<file path="src/rtl/stopwatch_pkg.sv">
// Shared time-field layout, limits and FSM encoding for the stopwatch core.
package stopwatch_pkg;
  localparam int CS_W   = 7;
  localparam int SEC_W  = 6;
  localparam int MIN_W  = 6;
  localparam int HOUR_W = 5;
  localparam int TIME_W = 24;

  localparam logic [CS_W-1:0]  CS_MAX  = 7'd99;
  localparam logic [SEC_W-1:0] SEC_MAX = 6'd59;
  localparam logic [MIN_W-1:0] MIN_MAX = 6'd59;

  typedef enum logic {ST_STOP = 1'b0, ST_RUN = 1'b1} state_e;

  typedef struct packed {
    logic [HOUR_W-1:0] hour;
    logic [MIN_W-1:0]  min;
    logic [SEC_W-1:0]  sec;
    logic [CS_W-1:0]   cs;
  } time_t;
endpackage

</file>
<file path="src/rtl/stopwatch_lap_fifo.sv">
// Show-ahead lap FIFO; a push into a full FIFO succeeds when a pop frees a slot the same cycle.
module stopwatch_lap_fifo #(
  parameter int DEPTH = 4,
  parameter int WIDTH = 24
)(
  input  logic                       clk,
  input  logic                       reset,
  input  logic                       i_flush,
  input  logic                       i_push,
  input  logic                       i_pop,
  input  logic [WIDTH-1:0]           i_data,
  output logic [WIDTH-1:0]           o_data,
  output logic                       o_full,
  output logic                       o_empty,
  output logic [$clog2(DEPTH+1)-1:0] o_count
);
  localparam int AW = $clog2(DEPTH);
  localparam int CW = $clog2(DEPTH+1);

  logic [DEPTH-1:0][WIDTH-1:0] r_mem;
  logic [AW-1:0] r_wp, r_rp;
  logic [CW-1:0] r_cnt;
  logic w_push, w_pop;

  assign o_empty = (r_cnt == '0);
  assign o_full  = (r_cnt == CW'(DEPTH));
  assign w_pop   = i_pop && !o_empty;
  assign w_push  = i_push && (!o_full || w_pop);
  assign o_data  = r_mem[r_rp];
  assign o_count = r_cnt;

  always_ff @(posedge clk or negedge reset) begin
    if (!reset) begin
      r_mem <= '0;
      r_wp  <= '0;
      r_rp  <= '0;
      r_cnt <= '0;
    end else if (i_flush) begin
      r_wp  <= '0;
      r_rp  <= '0;
      r_cnt <= '0;
    end else begin
      if (w_push) begin
        r_mem[r_wp] <= i_data;
        r_wp        <= r_wp + 1'b1;
      end
      if (w_pop) r_rp <= r_rp + 1'b1;
      case ({w_push, w_pop})
        2'b10:   r_cnt <= r_cnt + 1'b1;
        2'b01:   r_cnt <= r_cnt - 1'b1;
        default: r_cnt <= r_cnt;
      endcase
    end
  end
endmodule

</file>
<file path="src/rtl/stopwatch_lap_core.sv">
// Stopwatch/timer core: centisecond divider, up/down field chain, RUN/STOP FSM and lap capture.
module stopwatch_lap_core
  import stopwatch_pkg::*;
#(
  parameter int CLK_FREQ_HZ = 100_000_000,
  parameter int HOUR_MAX    = 24,
  parameter int LAP_DEPTH   = 4
)(
  input  logic                           clk,
  input  logic                           reset,
  input  logic                           i_run_stop,
  input  logic                           i_clear,
  input  logic                           i_lap,
  input  logic                           i_dir,
  input  logic                           i_load,
  input  logic [TIME_W-1:0]              i_preset,
  input  logic                           i_lap_rd,
  output logic [TIME_W-1:0]              o_time,
  output logic                           o_running,
  output logic                           o_dir,
  output logic                           o_done,
  output logic [TIME_W-1:0]              o_lap_data,
  output logic                           o_lap_valid,
  output logic [$clog2(LAP_DEPTH+1)-1:0] o_lap_count,
  output logic                           o_lap_ovf
);
  localparam int DIV   = CLK_FREQ_HZ / 100;
  localparam int DIV_W = $clog2(DIV);

  state_e         r_state;
  logic [DIV_W-1:0] r_div;
  time_t          r_time, w_up, w_dn, w_base;
  logic           r_dir, r_done, r_ovf;
  logic           w_run, w_tick, w_clr, w_ld, w_go, w_zero_hit, w_push, w_full, w_empty;

  assign w_run      = (r_state == ST_RUN);
  assign w_tick     = w_run && (r_div == DIV_W'(DIV-1));
  assign w_clr      = !w_run && i_clear;
  assign w_ld       = !w_run && i_load && !i_clear;
  assign w_base     = w_clr ? time_t'('0) : (w_ld ? time_t'(i_preset) : r_time);
  // The start guard looks at the time after any same-cycle clear/load so a timer never starts at zero.
  assign w_go       = !w_run && i_run_stop && !(r_dir && (w_base == time_t'('0)));
  assign w_zero_hit = w_tick && r_dir && (w_dn == time_t'('0));
  assign w_push     = w_run && i_lap;

  always_comb begin
    w_up = r_time;
    if (r_time.cs != CS_MAX) w_up.cs = r_time.cs + 1'b1;
    else begin
      w_up.cs = '0;
      if (r_time.sec != SEC_MAX) w_up.sec = r_time.sec + 1'b1;
      else begin
        w_up.sec = '0;
        if (r_time.min != MIN_MAX) w_up.min = r_time.min + 1'b1;
        else begin
          w_up.min  = '0;
          w_up.hour = (r_time.hour == HOUR_W'(HOUR_MAX-1)) ? '0 : r_time.hour + 1'b1;
        end
      end
    end
  end

  always_comb begin
    w_dn = r_time;
    if (r_time.cs != '0) w_dn.cs = r_time.cs - 1'b1;
    else begin
      w_dn.cs = CS_MAX;
      if (r_time.sec != '0) w_dn.sec = r_time.sec - 1'b1;
      else begin
        w_dn.sec = SEC_MAX;
        if (r_time.min != '0) w_dn.min = r_time.min - 1'b1;
        else begin
          w_dn.min  = MIN_MAX;
          w_dn.hour = (r_time.hour != '0) ? r_time.hour - 1'b1 : HOUR_W'(HOUR_MAX-1);
        end
      end
    end
  end

  always_ff @(posedge clk or negedge reset) begin
    if (!reset) begin
      r_state <= ST_STOP;
      r_div   <= '0;
      r_time  <= '0;
      r_dir   <= 1'b0;
      r_done  <= 1'b0;
      r_ovf   <= 1'b0;
    end else begin
      r_done <= 1'b0;
      if (w_run) begin
        r_div <= w_tick ? '0 : r_div + 1'b1;
        if (w_tick) r_time <= r_dir ? w_dn : w_up;
        if (w_zero_hit) begin
          r_state <= ST_STOP;
          r_done  <= 1'b1;
        end else if (i_run_stop) begin
          r_state <= ST_STOP;
        end
        if (w_push && w_full && !i_lap_rd) r_ovf <= 1'b1;
      end else begin
        r_time <= w_base;
        if (w_clr || w_ld) r_div <= '0;
        if (w_clr) r_ovf <= 1'b0;
        // Direction is frozen on the start edge so the zero guard and the count agree.
        if (w_go) r_state <= ST_RUN;
        else      r_dir   <= i_dir;
      end
    end
  end

  stopwatch_lap_fifo #(.DEPTH(LAP_DEPTH), .WIDTH(TIME_W)) u_fifo (
    .clk     (clk),
    .reset   (reset),
    .i_flush (w_clr),
    .i_push  (w_push),
    .i_pop   (i_lap_rd),
    .i_data  (r_time),
    .o_data  (o_lap_data),
    .o_full  (w_full),
    .o_empty (w_empty),
    .o_count (o_lap_count)
  );

  assign o_time      = r_time;
  assign o_running   = w_run;
  assign o_dir       = r_dir;
  assign o_done      = r_done;
  assign o_lap_ovf   = r_ovf;
  assign o_lap_valid = !w_empty;
endmodule

</file>
<file path="config.mk">
export PLATFORM = sky130hd
export DESIGN_NAME = stopwatch_lap_core
export DESIGN_NICKNAME = d
export VERILOG_FILES = /design/src/rtl/stopwatch_pkg.sv /design/src/rtl/stopwatch_lap_fifo.sv /design/src/rtl/stopwatch_lap_core.sv
export SDC_FILE = /design/constraint.sdc
export NUM_CORES = 1
export LEC_CHECK = 0
export ABC_AREA = 1
export CAP_MARGIN = 25
export CORE_UTILIZATION = 29
export DETAILED_ROUTE_END_ITERATION = 10
export GPL_TIMING_DRIVEN = 1
export SKIP_CTS_REPAIR_TIMING = 1
export SLEW_MARGIN = 20
export SYNTH_ARGS = -nofsm -noshare
export SYNTH_HDL_FRONTEND = slang
export SYNTH_SLANG_ARGS = --single-unit
</file>
<file path="constraint.sdc">
create_clock -name clk -period 4.8 [get_ports clk]
set_clock_uncertainty 0.15 [all_clocks]
set_input_delay 0.96 -clock clk [delete_from_list [all_inputs] [get_ports clk]]
set_output_delay 0.96 -clock clk [all_outputs]
set_load 0.05 [all_outputs]
</file>
**Word level (Yosys, flattened, before mapping)**

Index checks and enable logic that the tools add are counted.

- Register bits after elaboration: 151
- Output and inout port bits: 56
- Logic and storage cells: 131
- Input bits: 32

- $add $sub $neg: 13
- Mux-type cells: 42
- Eq/ne operators: 13
- Bitwise logic cells: 3
- $lt $le $gt $ge: 3
- Reductions and logical operators: 41

Operators by type and width:

| operator | count |
|---|---|
| $mux 24 | 7 |
| $bwmux 96 | 1 |
| $mux 20 | 3 |
| $bmux 24 s2 | 1 |
| $demux 24 s2 | 1 |
| $logic_not 24->1 | 2 |
| $mux 17 | 2 |
| $mux 6 | 4 |
| $mux 11 | 2 |
| $add 20x1->20 const B | 1 |
| $eq 20x20->1 const B | 1 |
| $mux 5 | 4 |
| $logic_and 1x1->1 | 15 |
| $mux 7 | 2 |
| $add 6x1->6 const B | 2 |
| $ne 6x6->1 const B | 2 |
| $reduce_bool 6->1 | 2 |
| $sub 6x1->6 const B | 2 |
| $mux 1 | 9 |
| $ne 3x3->1 const B | 3 |
| $mux 2 | 4 |
| $reduce_and 2->1 | 4 |
| $reduce_bool 2->1 | 4 |
| $add 7x1->7 const B | 1 |
| other kinds (25) | 36 |

**Depth between registers and ports, before layout**

- Depth after elaboration: 11
- Mapped depth: 16
- Mapped depth without buffers: 15

**Hierarchy**

A second synthesis with hierarchy kept.

- Cells, all modules: 1290
- Area total of the unflattened synthesis: 9347.7 um^2

Modules (own cells, without submodules):

| module | seq. area each (um^2) | area an instance (um^2) | cells an instance | instances |
|---|---|---|---|---|
| stopwatch_lap_fifo | 2577.5 | 4952.2 | 611 | 1 |
| stopwatch_lap_core | 1201.2 | 4395.5 | 679 | 1 |

**Worst setup path after synthesis**

OpenSTA, ideal clock, no wires.

- Path type: reg2out
- Start point: reg u_fifo.r_rp[0]
- End point: out o_lap_data[11]
- Data arrival time: 1852 ps
- Data required time: 3690 ps
- Buffers on the path: 2
- Cell stages (with the launch flop): 6
- Setup slack: 1838 ps
- Cells stage by stage: dfrtp_1 -> inv_1 -> clkbuf_1 -> clkbuf_1 -> nor2_1 -> o22ai_1

- Word-level cells in the longest chain between the ends: 2

RTL lines:

| what | RTL line | text |
|---|---|---|
| from (decl) | stopwatch_lap_fifo.sv:21 | `logic [AW-1:0] r_wp, r_rp;` |
| from (signal assigned) | stopwatch_lap_fifo.sv:47 | `if (w_pop) r_rp <= r_rp + 1'b1;` |
| $bmux 24 s2 | stopwatch_lap_fifo.sv:29 | `assign o_data = r_mem[r_rp];` |
| $mux 24 (not written as such) | stopwatch_lap_fifo.sv:29 |  |
| to (decl) | stopwatch_lap_core.sv:22 | `output logic [TIME_W-1:0] o_lap_data,` |

Every way passes these cells. The select of a mux whose other input is x is not followed.

**Worst setup path in the final report**

- Start point: reg u_fifo.r_rp[1]
- End point: out o_lap_data[6]

The elaborated chain is that of the path after synthesis.

==> reports/summary.txt <==
CP max stage delay -> 0.84 ns
Total number of vias -> 8411
Remaining Overflow, GRT -> 0
Post-synth top area share -> 41.00%
RR Startpoint -> o_running
Unrepaired setup endpoints after global routing -> false
Post-synth EDFFs -> 0
Leak -> 4.714 nW
Worst-Margin Slew -> 1.044 ns
Final core utilization -> 35.58%
CTS tree -> built
Clock Path Buffers -> 2
Core area -> 30910 um2
TritonCTS buffer count -> 17
Peak Freq -> 265.7 MHz
Startpoint Class -> register
Largest area contributor in the netlist -> dfrtp_1
Mean Syn Cell Area -> 7.687 um2
Post-route ant nets -> 0
Seq/Total Area, Yosys -> 41.00%
Buffers and inverters on the worst path -> 3
Internal power -> 3.972 mW
Syn. warnings -> 0
Layout cell share with drive strength beyond 1 -> 7.789%
Asr flop ratio synth -> 100.0%
FP Rows -> 64
Die area -> 32500 um2
Final setup fails -> 0
Critical Path Source -> u_fifo.r_rp[1]
Crit end category -> output pin
Slowest-stage cell, CP -> clkdlybuf4s50_1
Ranking of synthesized cells by area -> dfrtp_1 (41%), nand2_1 (12%), o21a_1 (7.9%), nor2_1 (5.7%), o21ai_0 (4.7%)
Pre-Repair DR Iteration Count -> 5
Min-Delay Path Class -> primary input to async pin
Global-route usage over all layers -> 16.80%
Outcome -> completed
Flop pwr share -> 27.8%
Hold Worst Slack -> 0.2086 ns
Worst slack at placement -> 1.322 ns
First-pass GRT wire length -> 43270 um
Busiest grt layer -> met2
Routability cong. -> 0.8876
Reg2Reg Setup Slack -> 1.78 ns
Worst EP arrival -> 2.65 ns
Final Critical Period -> 3.764 ns
Fillcell total -> 3252
Worst vdd ir -> 350.3 uV
Final HPWL DP -> 19190 um
WL per Instance -> 16.07 um
Max Fanout on Critical Path -> 16
Port Buffers -> 87
Post-Syn Nets -> 1247
R2r endpoint -> u_fifo.r_mem[9]
# clock sinks -> 151
Met3 global-route usage -> 3.234%
Most common cell after layout, fill and taps aside -> nand2_1
Main flop type after synthesis -> dfrtp_1
CTS root buf -> clkbuf_16
Gate power share -> 55.3%
Initial antenna violation count -> 0
CP cell instances -> inv_1 > buf_4 > o21ai_0 > o22ai_1 > clkdlybuf4s50_1
P&R area growth vs syn -> 19.32%
Pwr dens -> 730.5 nW/um2
Die width -> 180.3 um
Starting density of the core -> 29.82%
R2R depth -> 8
Clock power share -> 17.0%
Rel. slew slack -> 30.25%
Setup CP Type -> register to output pin
Commonest cells after routing, fill and taps aside -> nand2_1 (295), dfrtp_1 (151), nor2_1 (135)
Via-per-instance ratio -> 5.046
Final period util -> 78.41%
Met2 Use GR -> 26.31%
WP depth -> 5
Later-pin clock latency in the skew report -> 0.44 ns
Die height -> 180.3 um
CTS clock-pin slew for the worst setup and hold paths -> 0.08 ns
Post-synthesis cell area -> 9216 um2
Synth Instances -> 1199
Met1 Resource Use GR -> 23.50%
Final Power -> 8.033 mW
Synth cell types -> 45
Switch Pwr -> 4.061 mW
Fin. Hold Viols -> 0
H-tree levels -> 4
DR iter-0 viols -> 649
Final WS setup -> 1.036 ns
I/O Pins -> 88
Largest net degree at the start of global routing -> 99
Final WL -> 26790 um
Max-cap viol count -> 0
FF+latch count, synth -> 151
Total Neg Setup Slack -> 0 ns
Residual DRC count -> 0
CP delay by family, top -> buffers and inverters
Switching part of the total -> 50.56%
Nets -> 1306
Number of global-route vias before repair -> 7889
N_diodes -> 0
Fin. max-slew vios -> 0
Worst Path Required -> 3.69 ns
routing by layer:
| layer | wire length (um) | share of wire (%) | up-vias |
|---|---|---|---|
| li1 | - | - | 4115 |
| met1 | 12670 | 47 | 3994 |
| met2 | 12070 | 45 | 272 |
| met3 | 1647 | 6.1 | 30 |
| met4 | 398 | 1.5 | 0 |
| met5 | 0 | 0 | - |
power groups by stage:
| stage | sequential, mW | clock [mW] | combinational, mW |
|---|---|---|---|
| 2_1_floorplan | 2.45 | 0 | 2.85 |
| 5_1_grt | 2.31 | 1.45 | 4.80 |
| 6_report | 2.23 | 1.36 | 4.44 |
| 3_3_place_gp | 2.24 | 0 | 4.40 |
| 4_1_cts | 2.23 | 1.39 | 4.45 |
| 3_5_place_dp | 2.25 | 0 | 4.44 |
area by class of cell:
| type | instances | area [um2] | area share (%) |
|---|---|---|---|
| multi-input combinational | 900 | 4777 | 43.44 |
| clock inverter | 15 | 182.7 | 1.661 |
| sequential | 151 | 3779 | 34.36 |
| timing repair buffer | 104 | 1020 | 9.273 |
| inverter | 84 | 317.8 | 2.890 |
| tap | 396 | 495.5 | 4.506 |
| clock buffer | 17 | 425.4 | 3.868 |
synth_stat cells (12+ instances only):
cell      count
clkbuf_1     25
o21ai_0      87
nand3b_1     18
dfrtp_1     151
o22ai_1      29
ha_1         15
nor3_1       12
inv_1        65
nand4_1      13
nand2_1     295
xor2_1       20
a21oi_1      36
buf_2        19
o21a_1       97
nor2_1      139
nand3_1      78
through the flow:
step                instance area, um2  instances
floorplan                         9216       1199
CTS                              10970       1666
global placement                 10360       1634
global route                     11000       1667
finish                           11000       1667
detailed placement               10360       1634
sequential cells by signal, summed over array words and instances, names as in the netlist:
name and cells:
u_fifo.r_rp 2, o_time 24, o_lap_ovf 1, o_dir 1, r_div 20, u_fifo.r_mem 96, u_fifo.r_wp 2, o_done 1
o_running 1, u_fifo.o_count 3
worst max-delay path by stage:
stage	end	slack [ns]
after floorplan	o_lap_data[11]	1.84
final	o_lap_data[6]	1.04
after detailed placement	o_dir	1.32
after CTS	o_lap_data[6]	1.04
after global routing	o_lap_data[6]	0.91
after global placement	o_dir	1.35
cells by family after synthesis:
kind of cell	synth area share, %
compound gates	18.83
fa+ha+maj	2.254
flops	41.00
simple gates	28.33
buf+inv	7.494
xor+xnor	2.091
Note: power is estimated with default switching activity, not from simulation.
